<file path="src/rtl/bus_dest_regs_pkg.sv">
// Shared definitions for the internal-bus destination registers: register codes,
// code-valid check, load FSM state type and default data width.
package bus_dest_regs_pkg;

    localparam int WIDTH_DEFAULT = 16;

    // Same 4-bit register encoding the bus source selector uses
    localparam logic [3:0] SEL_AR = 4'b0000;
    localparam logic [3:0] SEL_DR = 4'b0001;
    localparam logic [3:0] SEL_R1 = 4'b0010;
    localparam logic [3:0] SEL_R2 = 4'b0011;
    localparam logic [3:0] SEL_R3 = 4'b0100;
    localparam logic [3:0] SEL_RA = 4'b0101;
    localparam logic [3:0] SEL_RB = 4'b0110;
    localparam logic [3:0] SEL_RC = 4'b0111;
    localparam logic [3:0] SEL_AC = 4'b1000;
    localparam logic [3:0] SEL_IR = 4'b1010;

    typedef enum logic [1:0] {
        IDLE = 2'd0,
        LOAD = 2'd1,
        DONE = 2'd2
    } state_t;

    function automatic logic code_valid(input logic [3:0] code);
        return (code <= SEL_AC) || (code == SEL_IR);
    endfunction

endpackage

</file>
<file path="src/rtl/bus_dest_reg.sv">
// One bus destination register with fixed priority: reset > load > clear > increment.
module bus_dest_reg #(
    parameter int WIDTH = 16
) (
    input  logic             clk,
    input  logic             rst,
    input  logic             ld,
    input  logic [WIDTH-1:0] d,
    input  logic             clr,
    input  logic             inc,
    output logic [WIDTH-1:0] q
);

    // Increment wraps naturally at the register width
    always_ff @(posedge clk) begin
        if (rst) begin
            q <= '0;
        end else if (ld) begin
            q <= d;
        end else if (clr) begin
            q <= '0;
        end else if (inc) begin
            q <= q + WIDTH'(1);
        end
    end

endmodule

</file>
<file path="src/rtl/bus_dest_regs.sv">
// Destination side of the internal data bus: handshake-driven load into ten registers.
// Optional increment strobes on AR, R1 and AC are enabled by defining BUS_DEST_INC_EN.
module bus_dest_regs
    import bus_dest_regs_pkg::*;
#(
    parameter int WIDTH = WIDTH_DEFAULT
) (
    input  logic             clk,
    input  logic             rst,
    input  logic [WIDTH-1:0] bus_data,
    input  logic             ld_valid,
    input  logic [3:0]       ld_sel,
    output logic             ld_ready,
    output logic             ld_done,
    output logic             ld_err,
`ifdef BUS_DEST_INC_EN
    input  logic             inc_ar,
    input  logic             inc_r1,
    input  logic             inc_ac,
`endif
    input  logic             clr_ac,
    output logic [WIDTH-1:0] ar_q,
    output logic [WIDTH-1:0] dr_q,
    output logic [WIDTH-1:0] r1_q,
    output logic [WIDTH-1:0] r2_q,
    output logic [WIDTH-1:0] r3_q,
    output logic [WIDTH-1:0] ra_q,
    output logic [WIDTH-1:0] rb_q,
    output logic [WIDTH-1:0] rc_q,
    output logic [WIDTH-1:0] ac_q,
    output logic [WIDTH-1:0] ir_q
);

    state_t           state_q;
    state_t           state_d;
    logic [WIDTH-1:0] hold_data;
    logic [3:0]       hold_sel;
    logic             wr_en;
    logic             inc_ar_w;
    logic             inc_r1_w;
    logic             inc_ac_w;

`ifdef BUS_DEST_INC_EN
    assign inc_ar_w = inc_ar;
    assign inc_r1_w = inc_r1;
    assign inc_ac_w = inc_ac;
`else
    assign inc_ar_w = 1'b0;
    assign inc_r1_w = 1'b0;
    assign inc_ac_w = 1'b0;
`endif

    always_ff @(posedge clk) begin
        if (rst) begin
            state_q <= IDLE;
        end else begin
            state_q <= state_d;
        end
    end

    // Word and code are frozen at acceptance so later bus activity cannot leak in
    always_ff @(posedge clk) begin
        if (rst) begin
            hold_data <= '0;
            hold_sel  <= '0;
        end else if (state_q == IDLE && ld_valid) begin
            hold_data <= bus_data;
            hold_sel  <= ld_sel;
        end
    end

    always_comb begin
        state_d  = state_q;
        ld_ready = 1'b0;
        ld_done  = 1'b0;
        ld_err   = 1'b0;
        wr_en    = 1'b0;
        case (state_q)
            IDLE: begin
                ld_ready = 1'b1;
                if (ld_valid) begin
                    state_d = LOAD;
                end
            end
            LOAD: begin
                if (code_valid(hold_sel)) begin
                    wr_en   = 1'b1;
                    state_d = DONE;
                end else begin
                    ld_err  = 1'b1;
                    state_d = IDLE;
                end
            end
            DONE: begin
                ld_done = 1'b1;
                state_d = IDLE;
            end
            default: state_d = IDLE;
        endcase
    end

    bus_dest_reg #(.WIDTH(WIDTH)) u_ar (
        .clk (clk),
        .rst (rst),
        .ld  (wr_en && hold_sel == SEL_AR),
        .d   (hold_data),
        .clr (1'b0),
        .inc (inc_ar_w),
        .q   (ar_q)
    );

    bus_dest_reg #(.WIDTH(WIDTH)) u_dr (
        .clk (clk),
        .rst (rst),
        .ld  (wr_en && hold_sel == SEL_DR),
        .d   (hold_data),
        .clr (1'b0),
        .inc (1'b0),
        .q   (dr_q)
    );

    bus_dest_reg #(.WIDTH(WIDTH)) u_r1 (
        .clk (clk),
        .rst (rst),
        .ld  (wr_en && hold_sel == SEL_R1),
        .d   (hold_data),
        .clr (1'b0),
        .inc (inc_r1_w),
        .q   (r1_q)
    );

    bus_dest_reg #(.WIDTH(WIDTH)) u_r2 (
        .clk (clk),
        .rst (rst),
        .ld  (wr_en && hold_sel == SEL_R2),
        .d   (hold_data),
        .clr (1'b0),
        .inc (1'b0),
        .q   (r2_q)
    );

    bus_dest_reg #(.WIDTH(WIDTH)) u_r3 (
        .clk (clk),
        .rst (rst),
        .ld  (wr_en && hold_sel == SEL_R3),
        .d   (hold_data),
        .clr (1'b0),
        .inc (1'b0),
        .q   (r3_q)
    );

    bus_dest_reg #(.WIDTH(WIDTH)) u_ra (
        .clk (clk),
        .rst (rst),
        .ld  (wr_en && hold_sel == SEL_RA),
        .d   (hold_data),
        .clr (1'b0),
        .inc (1'b0),
        .q   (ra_q)
    );

    bus_dest_reg #(.WIDTH(WIDTH)) u_rb (
        .clk (clk),
        .rst (rst),
        .ld  (wr_en && hold_sel == SEL_RB),
        .d   (hold_data),
        .clr (1'b0),
        .inc (1'b0),
        .q   (rb_q)
    );

    bus_dest_reg #(.WIDTH(WIDTH)) u_rc (
        .clk (clk),
        .rst (rst),
        .ld  (wr_en && hold_sel == SEL_RC),
        .d   (hold_data),
        .clr (1'b0),
        .inc (1'b0),
        .q   (rc_q)
    );

    bus_dest_reg #(.WIDTH(WIDTH)) u_ac (
        .clk (clk),
        .rst (rst),
        .ld  (wr_en && hold_sel == SEL_AC),
        .d   (hold_data),
        .clr (clr_ac),
        .inc (inc_ac_w),
        .q   (ac_q)
    );

    bus_dest_reg #(.WIDTH(WIDTH)) u_ir (
        .clk (clk),
        .rst (rst),
        .ld  (wr_en && hold_sel == SEL_IR),
        .d   (hold_data),
        .clr (1'b0),
        .inc (1'b0),
        .q   (ir_q)
    );

endmodule
</file>
<file path="config.mk">
export PLATFORM = sky130hd
export DESIGN_NAME = bus_dest_regs
export DESIGN_NICKNAME = d
export VERILOG_FILES = /design/src/rtl/bus_dest_regs_pkg.sv /design/src/rtl/bus_dest_reg.sv /design/src/rtl/bus_dest_regs.sv
export SDC_FILE = /design/constraint.sdc
export NUM_CORES = 1
export LEC_CHECK = 0
export ABC_AREA = 1
export CORE_ASPECT_RATIO = 0.8
export CORE_MARGIN = 5
export CORE_UTILIZATION = 52
export CTS_CLUSTER_DIAMETER = 50
export CTS_CLUSTER_SIZE = 10
export DETAILED_ROUTE_END_ITERATION = 10
export PLACE_DENSITY_LB_ADDON = 0.12
export SETUP_SLACK_MARGIN = 0.2
export SYNTH_ARGS = -nofsm -noshare
export SYNTH_HDL_FRONTEND = slang
export SYNTH_HIERARCHICAL = 1
export SYNTH_SLANG_ARGS = --single-unit
export TNS_END_PERCENT = 20
</file>
<file path="constraint.sdc">
create_clock -name clk -period 2.05 [get_ports clk]
set_clock_uncertainty 0.2 [all_clocks]
set_input_delay 0.41 -clock clk [delete_from_list [all_inputs] [get_ports clk]]
set_output_delay 0.41 -clock clk [all_outputs]
set_load 0.01 [all_outputs]
</file>
After elaboration in Yosys (flattened, before gate mapping):

Index checks and enable logic that the tools add are counted.

* flip-flop bits (word level): 182
* input bits: 24
* output and inout bits: 163

* order comparisons: 1
* equality and inequality tests: 12
* mux-type cells: 11
* reductions and logical operators: 15

Operators with widths (number)
* $mux W16: 2
* $eq A4 B3 Y1 const B: 4
* $logic_and A1 B1 Y1: 11
* $eq A4 B2 Y1 const B: 2
* $eq A4 B4 Y1 const B: 2
* $mux W1: 6
* $eq A4 B1 Y1 const B: 1
* $le A4 B4 Y1 const B: 1
* $logic_not A4 Y1: 1
* $mux W2: 2
* $pmux W2 S2: 1
* $eq A2 B1 Y1 const B: 1
* $eq A2 B2 Y1 const B: 1
* $logic_not A2 Y1: 1
* $ne A2 B2 Y1 const B: 1
* $reduce_bool A2 Y1: 1
* $logic_or A1 B1 Y1: 1

Logic depth before layout (Yosys ltp):

* depth after elaboration: 6
* depth in mapped cells: 13
* gate-level depth less buffers: 10

Modules after synthesis:

The synthesis kept the hierarchy.

By module, submodules not included
* bus_dest_reg: instances 10, cells an instance 160, area an instance 1052.3 µm²
* bus_dest_regs: instances 1, cells an instance 179, area an instance 1166.1 µm²

Least setup slack after synthesis:

No wires, ideal clock.

* path kind: reg-to-reg
* start point: register hold_sel[0]
* end point: register u_ac.q[3]
* arrival time: 1.489 ns
* required time: 1.728 ns
* slack: 0.239 ns
* stages on the path, launching flop included: 13
* buffers on the path: 3
* period minus slack after synthesis: 1.811 ns
* cell sequence: dfxtp_1 o21ai_1 nand2_1 buf_6 nor2_2 buf_6 nor2_4 inv_4 nor2_4 inv_2 buf_6 o21ai_1 a21oi_1

* cells in the longest elaborated chain, start to end: 6
* elaborated cells on any way between the ends: 9
* those cells by class: 1 x order compare; 2 x eq/ne; 3 x mux; 3 x reduce/logical

Ends and longest elaborated chain
* start: declaration: line bus_dest_regs.sv:37 `logic [3:0] hold_sel;`
* start signal: assignment: line bus_dest_regs.sv:68 `hold_sel <= ld_sel;`
* $le A4 B4 Y1 / $eq A4 B4 Y1 (equally long branches): line bus_dest_regs_pkg.sv:26 `return (code <= SEL_AC) || (code == SEL_IR);`
* $logic_or A1 B1 Y1: line bus_dest_regs_pkg.sv:26
* $mux W1: line bus_dest_regs.sv:86 `if (code_valid(hold_sel)) begin`
* $mux W1: line bus_dest_regs.sv:78 `case (state_q)`
* $logic_and A1 B1 Y1 *: line bus_dest_regs.sv:185 `.ld (wr_en && hold_sel == SEL_AC),`
* $mux W16 / $reduce_bool A2 Y1 (equally long branches)
* end signal: assignment: line bus_dest_reg.sv:23 `q <= q + WIDTH'(1);`
* end: declaration: line bus_dest_reg.sv:11 `output logic [WIDTH-1:0] q`

Mark *: on every way between the ends. The rest lies on a longest branch, timed or not.
A chain may end at the register's enable or synchronous reset.

Final worst setup path:

* start point: register hold_sel[0]
* end point: register u_r2.q[7]

* cells in the longest elaborated chain, start to end: 5
* elaborated cells on any way between the ends: 7
* those cells by class: 1 x order compare; 2 x eq/ne; 2 x mux; 2 x reduce/logical

Ends and longest elaborated chain
* $le A4 B4 Y1 / $eq A4 B4 Y1 (equally long branches): line bus_dest_regs_pkg.sv:26
* $logic_or A1 B1 Y1: line bus_dest_regs_pkg.sv:26
* $mux W1: line bus_dest_regs.sv:86
* $mux W1: line bus_dest_regs.sv:78
* $logic_and A1 B1 Y1 *: line bus_dest_regs.sv:135 `.ld (wr_en && hold_sel == SEL_R2),`
* end signal: assignment: line bus_dest_reg.sv:23
* end: declaration: line bus_dest_reg.sv:11

Marks and branches as above.

==> results by group <==
Synthesis
  – Asr flop ratio synth: 0%
  – Yosys reg bits: 182
  – Netlist Area Pre-Place: 11700 µm²
  – Post-synth EDFFs: 0
  – Ys flop type: dfxtp_1
  – Seq/Total Area, Yosys: 31.2%
  – Share of the synthesized area in the top cell type: 31.2%
  – Warnings, synthesis: 6
  – Yosys cell types: 28
  – Largest cells by area after synthesis: dfxtp_1 31%, a21oi_1 14%, nand2_1 9.1%
  – Mapped Cells: 1779
  – Yosys top cell by area: dfxtp_1
  – Mean Syn Cell Area: 6.57 µm²

Detailed routing
  – Post-route ant nets: 0
  – Wire per inst: 17.5 µm
  – Vias: 13952
  – DRC: 0
  – Via-to-Cell Ratio: 5.82
  – Drt pass-1 iters: 6
  – Drt total wl: 41.8 mm
  – DRT iter0 DRCs: 2071

Pwr
  – Clock Power Share: 36.7%
  – Comb power frac: 19.7%
  – Sequential share of power: 43.6%
  – P_int: 6.45 mW
  – Power per standard cell area: 589 nW/µm²
  – Sw Share: 31.1%
  – Max VDD drop: 0.000585 V
  – Static leakage: 6.42 nW
  – Total Power: 9.36 mW
  – Net Sw Power: 2.91 mW

Global route
  – Total gr overflow: 0
  – Wire length of the first global-routing pass: 62.5 mm
  – Vias in the first global route: 11885
  – GRT Total Usage: 30.0%
  – Largest net degree at the start of global routing: 42
  – Initial antenna violation count: 0

STA
  – Unrepaired setup endpoints after global routing: yes
  – Min cycle time layout: 1.93 ns
  – Final-report setup violation count: 0
  – Measured slew at the worst slew-check pin: 0.744 ns
  – Crit share post-route: 94.1%
  – Final Slew Violations: 0
  – FMAX: 518 MHz
  – Final Hold Viols: 0
  – Setup TNS: 0 ns
  – Relative slew slack: 50.3%

Clock tree
  – Clk buf depth: 2
  – Sinks on Clock Net: 182
  – # H-tree levels: 4
  – Worst-path clk slew: 0.07 ns
  – Hold_buf cts: 0
  – CTS Buf Count: 17
  – CTS tree: built
  – Clock Tree Root: clkbuf_16
  – Clk_lat worst skew: 0.43 ns

Final layout
  – Commonest cells after routing, fill and taps aside: 289 x a21oi_1, 280 x nand2_1, 193 x nor2_1
  – Final cell count without fillers: 2396
  – Antenna cells: 0
  – Share of cells above drive strength 1: 23.9%
  – # nets final: 2113
  – Commonest non-fill, non-tap cell in the layout: a21oi_1
  – Post-route cell area: 15900 µm²
  – Area Growth Syn to Fin: 35.8%

Placed design
  – Final GP Congestion: 0.959
  – DP Area: 14100 µm²
  – Port bufs: 186
  – DP Wirelength: 27.5 mm
  – Placed cells: 2310

Die
  – Die width: 178 µm
  – Top-level port count: 187
  – Starting density of the core: 52.4%
  – Core box area: 22300 µm²
  – DIE AREA: 25600 µm²
  – FP Rows: 49
  – Die Y: 144 µm

Min path
  – Hold crit path type: reg2reg

Setup path
  – Worst Path Arrival: 2.05 ns
  – CP Capture Type: flop
  – CP Class: reg2reg
  – CP Max Fanout: 8
  – CP required: 2.17 ns
  – CP startpoint kind: flop

Flow run
  – Max-Cap Viols: 0

Run status
  – Status: completed
sequential cells by signal, indices dropped and copies added (netlist names), 16 cells and up:
signal     count
hold_data     16
u_dr/q        16
u_r3/q        16
u_r1/q        16
u_ir/q        16
u_ac/q        16
u_rb/q        16
u_ar/q        16
u_r2/q        16
u_rc/q        16
u_ra/q        16
power groups by stage:
stage,Clock (mW),Combinational (mW),Sequential [mW]
5_1_grt,3.60,1.98,4.11
3_3_place_gp,0,1.58,4.12
2_1_floorplan,0,0.826,4.12
3_5_place_dp,0,1.61,4.12
6_report,3.43,1.84,4.08
4_1_cts,3.45,1.60,4.06
kinds of logic (layout without fill, tap and decap cells):
| logic type | after synthesis | after routing | share of synthesized area, % |
|---|---|---|---|
| AND/OR/NAND/NOR | 805 | 806 | 32.5 |
| adder cells (fa/ha/maj) | 10 | 10 | 1.07 |
| AO/OA/AOI/OAI | 571 | 571 | 25.8 |
| flip-flops | 182 | 182 | 31.2 |
| other | 1 | 39 | 0.0321 |
| buffers and inverters | 210 | 482 | 9.47 |
per-stage QoR:
step	hold slack [ns]	setup slack [ns]	utilization, %
floorplan	0.282	0.239	-
global placement	0.336	0.0252	63.4
detailed placement	0.339	0.00304	63.4
CTS	0.319	0.0691	67.2
global route	0.354	0.0752	71.2
finish	0.334	0.120	71.2
routing by layer:
metal	up-vias	share of wire (%)	global-route usage [%]	wire length, µm
met2	834	45	47.3	18600
met4	0	3.2	8.99	1350
met3	105	10	5.57	4370
met1	6400	42	42.2	17500
met5	-	0	0	0
li1	6613	-	-	-
final timing paths:
check,from,end,slack [ns],cells after the start
hold reg to reg,u_r1/q[13],u_r1/q[13],0.33,2
setup / recovery,hold_sel[0],u_r2/q[7],0.12,11
setup reg to reg,hold_sel[0],u_r2/q[7],0.12,11
hold / removal,u_r1/q[13],u_r1/q[13],0.33,2
critical path, cell delays in order, from the launching register on:
cell and delay [ns]:
dfxtp_2 0.34, o21ai_4 0.20, nand2_4 0.09, buf_8 0.15, nor2_4 0.15, nor2_4 0.06, inv_4 0.06, nor2_4 0.04
buf_12 0.14, buf_4 0.14, a21oi_1 0.15, a21oi_1 0.09
synth_stat cells (30+ instances only):
cell type  instances
nand2_1          283
dfxtp_1          182
o21ai_1           91
inv_1            108
a21oi_1          328
nand3_1          190
nand2_2           30
nor2_4            31
o21ai_0           90
nor2_1           200
nor2_2            30
o21bai_1          30
what timing repair did:
| action | in CTS | in global routing |
|---|---|---|
| setup endpoints to repair | 323 | 162 |
| pin swaps | 96 | 37 |
| cloned | 0 | 11 |
| gates resized for setup | 400 | 111 |
| buffers inserted | 4 | 41 |
layout make-up:
type / count / area, µm²
clock buffer: 18 / 439
clock inverter: 12 / 154
fill: 1943 / 6440
inverter: 138 / 636
multi-input combinational: 1426 / 7650
sequential: 182 / 3770
tap: 306 / 383
timing repair buffer: 305 / 2780
timing repair inverter: 9 / 63.8
No activity file was read; power rests on OpenSTA's default activity.
